File: src/rtl/switch_debouncer_pkg.sv
// Shared types and widths for the slide-switch debouncer.
package switch_debouncer_pkg;

    localparam int SW_W = 3;

    typedef enum logic {
        STABLE = 1'b0,
        SETTLE = 1'b1
    } swdb_state_t;

endpackage

File: src/rtl/switch_debouncer_sync_chain.sv
// Multi-flop synchroniser for an asynchronous bus; every stage clears to 0 on reset.
module sync_chain #(
    parameter int WIDTH  = 3,
    parameter int STAGES = 2
) (
    input  logic             clk,
    input  logic             rst,
    input  logic [WIDTH-1:0] d,
    output logic [WIDTH-1:0] q
);

    logic [WIDTH-1:0] stage_r [STAGES];

    // Shift the raw bus through the metastability chain.
    always_ff @(posedge clk or posedge rst) begin
        if (rst) begin
            for (int i = 0; i < STAGES; i++) begin
                stage_r[i] <= '0;
            end
        end else begin
            stage_r[0] <= d;
            for (int i = 1; i < STAGES; i++) begin
                stage_r[i] <= stage_r[i-1];
            end
        end
    end

    assign q = stage_r[STAGES-1];

endmodule

File: src/rtl/switch_debouncer.sv
// Synchronises and whole-word debounces the 3-bit slide-switch bus for the LED decoder.
// Build option SWDB_CHANGE_PULSE_EN: when defined, `changed` pulses for one cycle per commit.
module switch_debouncer
    import switch_debouncer_pkg::*;
#(
    parameter int SYNC_STAGES     = 2,
    parameter int DEBOUNCE_CYCLES = 4,
    parameter int CNT_W           = $clog2(DEBOUNCE_CYCLES + 1)
) (
    input  logic            clk,
    input  logic            rst,
    input  logic            enable,
    input  logic [SW_W-1:0] switch_in,
    output logic [SW_W-1:0] switch,
    output logic            changed
);

    localparam logic [CNT_W-1:0] LAST_CNT = CNT_W'(DEBOUNCE_CYCLES - 1);

    logic [SW_W-1:0]  sync_q;
    logic [SW_W-1:0]  switch_r;
    logic [SW_W-1:0]  cand_r;
    logic [CNT_W-1:0] cnt_r;
    swdb_state_t      state_r;
    logic             commit_s;

    sync_chain #(
        .WIDTH  (SW_W),
        .STAGES (SYNC_STAGES)
    ) u_sync (
        .clk (clk),
        .rst (rst),
        .d   (switch_in),
        .q   (sync_q)
    );

    // Commit when the candidate has survived the full window; a low enable vetoes it.
    always_comb begin
        commit_s = 1'b0;
        if (!enable) begin
            commit_s = 1'b0;
        end else if (sync_q == switch_r) begin
            commit_s = 1'b0;
        end else if (state_r == STABLE) begin
            commit_s = (DEBOUNCE_CYCLES == 1);
        end else begin
            commit_s = (sync_q == cand_r) && (cnt_r == LAST_CNT);
        end
    end

    // Debounce FSM with settle counter and committed output.
    always_ff @(posedge clk or posedge rst) begin
        if (rst) begin
            state_r  <= STABLE;
            cand_r   <= '0;
            cnt_r    <= '0;
            switch_r <= '0;
        end else if (!enable) begin
            state_r <= STABLE;
            cnt_r   <= '0;
        end else if (commit_s) begin
            switch_r <= sync_q;
            state_r  <= STABLE;
            cnt_r    <= '0;
        end else begin
            case (state_r)
                STABLE: begin
                    if (sync_q != switch_r) begin
                        cand_r  <= sync_q;
                        cnt_r   <= CNT_W'(1);
                        state_r <= SETTLE;
                    end else begin
                        state_r <= STABLE;
                    end
                end
                SETTLE: begin
                    if (sync_q == switch_r) begin
                        state_r <= STABLE;
                        cnt_r   <= '0;
                    end else if (sync_q != cand_r) begin
                        cand_r <= sync_q;
                        cnt_r  <= CNT_W'(1);
                    end else begin
                        cnt_r <= cnt_r + CNT_W'(1);
                    end
                end
                default: begin
                    state_r <= STABLE;
                    cnt_r   <= '0;
                end
            endcase
        end
    end

    assign switch = switch_r;

`ifdef SWDB_CHANGE_PULSE_EN
    logic changed_r;

    // One-cycle strobe following each commit edge.
    always_ff @(posedge clk or posedge rst) begin
        if (rst) begin
            changed_r <= 1'b0;
        end else begin
            changed_r <= commit_s;
        end
    end

    assign changed = changed_r;
`else
    assign changed = 1'b0;
`endif

endmodule
File: config.mk
export PLATFORM = sky130hd
export DESIGN_NAME = switch_debouncer
export DESIGN_NICKNAME = d
export VERILOG_FILES = /design/src/rtl/switch_debouncer_pkg.sv /design/src/rtl/switch_debouncer_sync_chain.sv /design/src/rtl/switch_debouncer.sv
export SDC_FILE = /design/constraint.sdc
export NUM_CORES = 1
export LEC_CHECK = 0
export BUFFER_PORTS_ARGS = -buffer_cell sky130_fd_sc_hd__buf_4
export CAP_MARGIN = 20
export CORE_MARGIN = 2
export CORE_UTILIZATION = 35
export DETAILED_ROUTE_END_ITERATION = 7
export GPL_TIMING_DRIVEN = 0
export PLACE_DENSITY = 0.59
export SLEW_MARGIN = 20
export SYNTH_ARGS = -nofsm -noshare
export SYNTH_HDL_FRONTEND = slang
export SYNTH_SLANG_ARGS = --single-unit
File: constraint.sdc
create_clock -name clk -period 1.7 [get_ports clk]
set_input_delay 0.34 -clock clk [delete_from_list [all_inputs] [get_ports clk]]
set_output_delay 0.34 -clock clk [all_outputs]
set_load 0.05 [all_outputs]
# Yosys cells after proc, flatten, opt, wreduce, memory -nomap -nowiden
# Cells that the tools add are included.
[classes]
eq_ne = 9
n_reduce_logical = 3
add_sub_neg = 1
n_mux = 18
bitwise_logic = 2
[ops]
columns = ["cell", "n"]
rows = [
  ["3-bit two-way mux", 8],
  ["3-bit one-hot mux with 2 select lines", 2],
  ["1-bit two-way mux", 7],
  ["3-bit == test", 2],
  ["3-bit != test", 2],
  ["5-bit AND reduction", 1],
  ["2-bit by 1-bit != test with 1-bit output, second input constant", 2],
  ["4-bit by 3-bit != test with 1-bit output, second input constant", 1],
  ["3-bit by 1-bit adder with 3-bit output, second input constant", 1],
  ["3-bit by 2-bit == test with 1-bit output, second input constant", 1],
  ["2-bit != test, second input constant", 1],
  ["1-bit NOT", 2],
  ["1-bit one-hot mux with 2 select lines", 1],
  ["2-bit AND reduction", 1],
  ["1-bit logical AND", 1],
]
[totals]
out_inout_bits = 4
in_bits = 6
regBits = 16
wordCells = 39

# Longest topological paths before layout
# Gate-level depths: netlist (run 1).
[depth]
depth_word = 7
depth_mapped = 5
depth_no_buf = 5

# Hierarchy
# Synthesis (run 1) repeated with hierarchy kept, for this count alone.
[unflattened]
cells_unflattened = 54
area_unflattened_um2 = 715.7
[modules_own_cells]
columns = ["mod", "seq_area_each_um2", "n_inst", "cells_per_inst", "area_per_inst_um2"]
rows = [
  ["switch_debouncer", 250.2, 1, 44, 539.3],
  ["sync_chain", 150.1, 1, 10, 176.4],
]

# Worst setup path before layout (run 1)
# No wires, ideal clock.
[synth_timing]
path_type = "register to register"
start = "register switch_r[1] (netlist: switch[1])"
end = "register cand_r[0]"
setup_slack_ns = -0.099
required_ns = 1.575
period_less_slack_ns = 1.799
setup_ns = 0.125
path_stages_with_launch = 4
path_buffers = 0
arrival_ns = 1.675
cell_sequence = "dfrtp_1 > xor2_1 > o31ai_1 > mux2_2"
[synth_between]
elab_chain_len = 5
elab_cells_between_ends = 8
cone_classes = "4 x eq/ne; 2 x mux; 1 x bitwise; 1 x reduce/logical"
[synth_rtl]
columns = ["element", "line_no", "text"]
rows = [
  ["start: declaration", "switch_debouncer.sv:21", "logic [SW_W-1:0] switch_r;"],
  ["start signal: assignment", "switch_debouncer.sv:62", "switch_r <= sync_q;"],
  ["3-bit == test", "switch_debouncer.sv:42, switch_debouncer.sv:77", ""],
  ["1-bit two-way mux", "switch_debouncer.sv:42", "end else if (sync_q == switch_r) begin"],
  ["1-bit two-way mux", "switch_debouncer.sv:40", "if (!enable) begin"],
  ["1-bit NOT (no source line)", "-", ""],
  ["5-bit AND reduction (no source line) (*)", "-", ""],
  ["end signal: assignment", "switch_debouncer.sv:69", "cand_r <= sync_q;"],
  ["end signal: assignment", "switch_debouncer.sv:81", "cand_r <= sync_q;"],
  ["end: declaration", "switch_debouncer.sv:22", "logic [SW_W-1:0] cand_r;"],
]
# Mark *: on every way between the ends. The rest lies on a longest branch, timed or not.
# A chain may end at the register's enable or synchronous reset.

# Worst setup path after layout (run 1)
[layout_timing]
start = "register switch_r[2] (netlist: switch[2])"
end = "register switch_r[2] (netlist: switch[2])"
[layout_between]
elab_chain_len = 4
[layout_rtl]
columns = ["element", "line_no"]
rows = [
  ["3-bit == test", "switch_debouncer.sv:42"],
  ["1-bit two-way mux", "switch_debouncer.sv:42"],
  ["1-bit two-way mux", "switch_debouncer.sv:40"],
  ["2-bit AND reduction (no source line)", "-"],
]
# No other way between the ends.

==> flow_metrics.py, run 1 <==
metrics = {
    "floorplanning": {
        "fp.dieH_um": 48.2,
        "coreArea_mm2": 0.00178,
        "io_pins": 10,
        "die_w_um": 48.2,
        "start_util_pct": 38.4,
        "num_rows": 15,
        "die_area_mm2": 0.00233,
    },
    "worst_setup_path": {
        "worst_setup_path_end_kind": "flip-flop",
        "slowest_delay_ps": 440,
        "reg2reg_from": "switch[2]",
        "crit_fanout": 4,
        "crit_buf_inv": 0,
        "arrival_ps": 1830,
        "crit_path_cell_trace": "xor2_2 > or3_4 > nand4_1 > mux2_4",
        "cpMaxStageDelayCell": "dfrtp_2",
        "critical-path-top-delay-family": "simple AND/OR/NAND/NOR gates",
        "setup.worst_path.class": "reg2reg",
        "startpoint_type": "flip-flop",
        "critPathRequiredTime_ps": 1870,
        "cp-startpoint": "switch[2]",
    },
    "power": {
        "pwr-share-comb_pct": 9.9,
        "power_density_mw_per_mm2": 874,
        "leakage_nw": 0.386,
        "netSwitchingFraction_pct": 22.7,
        "ir_drop_mv": 0.539,
        "intPower_mw": 0.570,
        "totalPowerFinal_mw": 0.738,
        "net-switching-power_mw": 0.167,
        "p_clk_share_pct": 33.8,
        "seqPwrFrac_pct": 56.3,
    },
    "finish": {
        "antennaDiodeCount": 0,
        "utilization_pct": 47.4,
        "drive_above_1_share_pct": 47.6,
        "syn_to_final_growth_pct": 23.4,
        "final_cell_area_um2": 845,
        "fill_cells": 174,
        "nNetsFinal": 72,
    },
    "run_status": {
        "status": "completed",
    },
    "sta": {
        "period_share_pct": 97.4,
        "relSlewSlack_pct": 60.2,
        "fin_skew_ps": 0.523,
        "period_minus_slack_ps": 1660,
        "setup_viol": 0,
        "fmax_mhz": 604,
        "hold_viol_final": 0,
        "tightestPinTransition_ps": 596,
        "slew_violations": 0,
    },
    "synthesis": {
        "synth_edf_count": 0,
        "yosysWarnings": 0,
        "async_flop_share_pct": 100,
        "syn_area_um2": 684,
        "yosysSeqAreaShare_pct": 58.5,
        "netlist_top_cells_count": "dfrtp_1 (16), mux2_2 (6), inv_1 (3), xnor2_1 (3), xor2_1 (3)",
        "yosys-top-cells-area": "dfrtp_1 (59%), mux2_2 (9.9%), xnor2_1 (3.8%)",
        "synth_ff_type": "dfrtp_1",
        "syn_nets": 58,
        "ys_seq_elements": 16,
        "yosysMostFrequentCell": "dfrtp_1",
        "synth_top_area_share_pct": 58.5,
        "ys_types": 20,
        "syn_area_per_cell_um2": 13.7,
        "yosys.area.top_type": "dfrtp_1",
        "synthCells": 50,
    },
    "routing": {
        "wl_per_cell_um": 11.3,
        "ant_nets": 0,
        "finalWirelength_um": 992,
        "first_iter_violations": 3,
        "drc": 0,
        "drt-vias-per-instance": 4.59,
        "drt_pre_antenna_iters": 4,
        "vias": 404,
    },
    "clocking": {
        "cts_buffer_depth": 2,
        "insertion_delay_ps": 280,
        "cts_root_buf": "clkbuf_4",
        "clk_pin_slew_ps": 90,
        "holdBufCountCts": 0,
        "cts_num_sinks": 16,
        "cts_tree": "built",
        "cts-buffers-inserted": 3,
        "ctsHtreeMaxLevel": 1,
    },
    "grt": {
        "grt_max_degree": 17,
        "antenna_found_initial": 0,
        "grt_pass1_wl_um": 1610,
        "grt_usage_pct": 10.3,
        "grt_overflow_total": 0,
        "grt_pass1_vias": 408,
    },
    "run": {
        "maxCapViolations": 0,
    },
    "placed_design": {
        "finalWeightedCongestion": 0.690,
        "postPlaceCellArea_um2": 779,
        "io_buffers": 8,
        "dp_hpwl_um": 721,
    },
    "worst_hold_path": {
        "worstHoldPathType": "in2async",
    },
}
[power by group through the flow]
stage          combinational (mW)  sequential [mW]  clock [mW]
2_1_floorplan              0.0515            0.421           0
3_3_place_gp               0.0714            0.422           0
3_5_place_dp               0.0717            0.423           0
4_1_cts                    0.0733            0.415       0.259
5_1_grt                    0.0821            0.419       0.273
6_report                   0.0734            0.416       0.249
[state kept, by name (all words and copies together) (netlist names)]
register        flops
cand_r              3
cnt_r               3
state_r             1
switch              3
u_sync.q            3
u_sync.stage_r      3
[cell usage in the layout, fill, tap and decap left out, drive strengths merged]
master,count
o31ai,1
xnor2,3
xor2,3
nand4,1
and4,1
dfrtp,16
ha,2
o22ai,2
nand3,1
or2,1
a21boi,1
buf,10
mux2,6
clkbuf,4
inv,3
a21bo,1
a21oi,1
or3,1
or3b,2
nand3b,2
conb,1
[area by class of cell]
cell class / instances / area [um2] / area share, %
clock buffers: 4 / 36.3 / 4.30
multi-input cells: 30 / 285 / 33.8
repair buffers: 9 / 67.6 / 8.00
plain buffers: 1 / 7.51 / 0.889
inverters: 3 / 11.3 / 1.33
flip-flops and latches: 16 / 405 / 48.0
well taps: 25 / 31.3 / 3.70
[per-stage QoR]
| step | setup TNS [ps] | worst slack, ps | cells | hold WS [ps] |
|---|---|---|---|---|
| 2_1_floorplan | 0 | 3.12 | 50 | 254 |
| 3_3_place_gp | -124 | -43.3 | 83 | 334 |
| 3_5_place_dp | -115 | -38.8 | 83 | 340 |
| 4_1_cts | 0 | 45.6 | 87 | 134 |
| 5_1_grt | -1.54 | -1.42 | 88 | 138 |
| 6_report | 0 | 44.8 | 88 | 118 |
[path summary, 6_finish.rpt]
path	to	slack (ps)	depth (start not counted)
min in group clk	u_sync.stage_r[4]	160	1
setup reg to reg	switch[2]	40	4
hold / removal	cand_r[0]	120	2
setup / recovery	switch[2]	40	4
hold reg to reg	u_sync.q[2]	360	0
max in group asynchronous	switch[2]	1160	2
[worst reg2reg max path, cell delays in order (launching register included)]
cell     delay, ps
dfrtp_2        440
xor2_2         190
or3_4          410
nand4_1        190
mux2_4         320
[cell families after synthesis]
logic type / Yosys count / synth area share (%)
AND/OR/NAND/NOR: 9 / 10.2
multiplexers: 6 / 9.87
other: 1 / 0.548
buffers and inverters: 4 / 2.74
AO/OA/AOI/OAI: 6 / 6.76
adder cells (fa/ha/maj): 2 / 3.66
XOR/XNOR: 6 / 7.68
flip-flops: 16 / 58.5
[what timing repair did]
item,in CTS,in global routing
pin swaps,0,3
gates resized for setup,1,4
setup endpoints to repair,3,2
setup buffers,0,1
[layer usage]
| metal | global-route usage (%) | wire (um) | share of wire [%] |
|---|---|---|---|
| met1 | 12.9 | 474 | 48 |
| met2 | 16.1 | 471 | 47 |
| met3 | 2.22 | 47 | 4.7 |
| met4 | 6.49 | 0 | 0 |
| met5 | 0 | 0 | 0 |
No activity file was read; power rests on OpenSTA's default activity.
==> inputs of run 2 (changes only) <==
--- a/config.mk
+++ b/config.mk
@@ -12,6 +12,7 @@
 export DETAILED_ROUTE_END_ITERATION = 7
 export GPL_TIMING_DRIVEN = 0
 export PLACE_DENSITY = 0.59
+export SETUP_SLACK_MARGIN = 0.1
 export SLEW_MARGIN = 20
 export SYNTH_ARGS = -nofsm -noshare
 export SYNTH_HDL_FRONTEND = slang
==> flow_metrics.py, run 2 (synthesis results as in run 1) <==
metrics = {
    "sta": {
        "fin_skew_ps": 1.18,
        "slew_violations": 0,
        "tightestPinTransition_ps": 605,
        "period_minus_slack_ps": 1620,
        "fin_ws_ps": 79.7,
        "hold_viol_final": 0,
        "fmax_mhz": 617,
        "setup_viol": 0,
        "relSlewSlack_pct": 59.6,
        "rsz0062_at_grt": "true",
        "setup_tns_ps": 0,
        "hold_slack_ps": 117,
        "period_share_pct": 95.3,
    },
    "power": {
        "net-switching-power_mw": 0.176,
        "totalPowerFinal_mw": 0.760,
        "power_density_mw_per_mm2": 843,
        "intPower_mw": 0.584,
        "leakage_nw": 0.416,
        "pwr-share-comb_pct": 12.2,
        "netSwitchingFraction_pct": 23.2,
        "p_clk_share_pct": 33.0,
        "ir_drop_mv": 0.472,
        "seqPwrFrac_pct": 54.8,
    },
    "floorplanning": {
        "io_pins": 10,
        "start_util_pct": 38.4,
        "coreArea_mm2": 0.00178,
        "die_area_mm2": 0.00233,
        "num_rows": 15,
        "die_w_um": 48.2,
        "fp.dieH_um": 48.2,
    },
    "clocking": {
        "cts_root_buf": "clkbuf_4",
        "cts_buffer_depth": 2,
        "cts_tree": "built",
        "clk_pin_slew_ps": 90,
        "cts-buffers-inserted": 3,
        "cts_num_sinks": 16,
        "insertion_delay_ps": 290,
        "ctsHtreeMaxLevel": 1,
    },
    "finish": {
        "drive_above_1_share_pct": 58.2,
        "final_cell_area_um2": 901,
        "syn_to_final_growth_pct": 31.6,
        "antennaDiodeCount": 0,
        "multi_input_area_um2": 310,
        "final_cell_mix": "buf_4 (14), dfrtp_1 (11), dfrtp_2 (5), mux2_2 (4)",
        "fill_cells": 165,
        "nNetsFinal": 76,
        "final_common_cell": "buf_4",
        "utilization_pct": 50.5,
        "seqCellArea_um2": 407,
        "fin_cells": 92,
    },
    "worst_setup_path": {
        "crit_fanout": 3,
        "reg2reg_from": "u_sync.q[2]",
        "reg2reg_to": "switch[1]",
        "setup.worst_path.class": "reg2reg",
        "worst_setup_path_end_kind": "flip-flop",
        "reg2reg_depth": 4,
        "arrival_ps": 1800,
        "critPathRequiredTime_ps": 1880,
        "startpoint_type": "flip-flop",
        "reg2reg_slack_ps": 80,
    },
    "routing": {
        "drc": 0,
        "drt-vias-per-instance": 4.68,
        "wl_per_cell_um": 11.7,
        "vias": 431,
        "drt_pre_antenna_iters": 4,
        "first_iter_violations": 7,
        "finalWirelength_um": 1080,
        "ant_nets": 0,
    },
    "placed_design": {
        "dp_hpwl_um": 723,
        "io_buffers": 8,
        "postPlaceCellArea_um2": 800,
        "finalWeightedCongestion": 0.677,
        "place_inst": 83,
        "dp_slack_ps": 31.4,
    },
    "run": {
        "maxCapViolations": 0,
    },
    "grt": {
        "grt_usage_pct": 12.3,
        "grt_pass1_vias": 449,
        "antenna_found_initial": 0,
        "grt_max_degree": 17,
        "grt_pass1_wl_um": 1890,
        "grt_overflow_total": 0,
    },
    "run_status": {
        "status": "completed",
    },
    "worst_hold_path": {
        "worstHoldPathType": "in2async",
    },
}
run 2: repair_timing:
item,in CTS,in global routing
hold buffers,0,0
buffers inserted,5,0
gates resized for setup,2,6
endpoints found under the hold margin,0,0
setup endpoints to repair,6,8
pin swaps,1,2
run 2: critical path, stage by stage (launching register included):
cell and delay (ps):
dfrtp_2 440, xor2_2 180, or3_4 400, nand4_1 180
mux2_4 320
run 2: final cells by class:
type / instances / share of cell area, %
Sequential cell: 16 / 45.1
Tap cell: 25 / 3.47
Clock buffer: 4 / 4.03
Inverter: 3 / 1.25
Timing Repair Buffer: 13 / 10.8
Buffer: 1 / 0.833
Multi-Input combinational cell: 30 / 34.4
run 2: power by group through the flow:
stage                     Clock (mW)  Combinational, mW  Sequential, mW
final                          0.251             0.0925           0.416
after global routing           0.278              0.103           0.419
after CTS                      0.264             0.0861           0.415
after detailed placement           0             0.0746           0.424
after global placement             0             0.0739           0.423
after floorplan                    0             0.0537           0.422
run 2: how the worst max path moves through the flow:
stage / startpoint / to / slack [ps] / cells after the start
global route: u_sync.q[1] / switch[1] / 10 / 5
global placement: u_sync.q[2] / switch[1] / 40 / 4
detailed placement: u_sync.q[2] / switch[1] / 30 / 4
finish: u_sync.q[2] / switch[1] / 80 / 4
floorplan: switch[2] / switch[1] / 20 / 4
CTS: u_sync.q[1] / switch[1] / 70 / 4
run 2: routing by layer:
metal | global-route usage [%] | wire length (um) | up-vias
met4 | 8.11 | 27 | 0
met1 | 14.4 | 477 | 214
met3 | 2.22 | 45 | 4
met2 | 20.5 | 528 | 9
li1 | - | - | 204
met5 | 0 | 0 | -
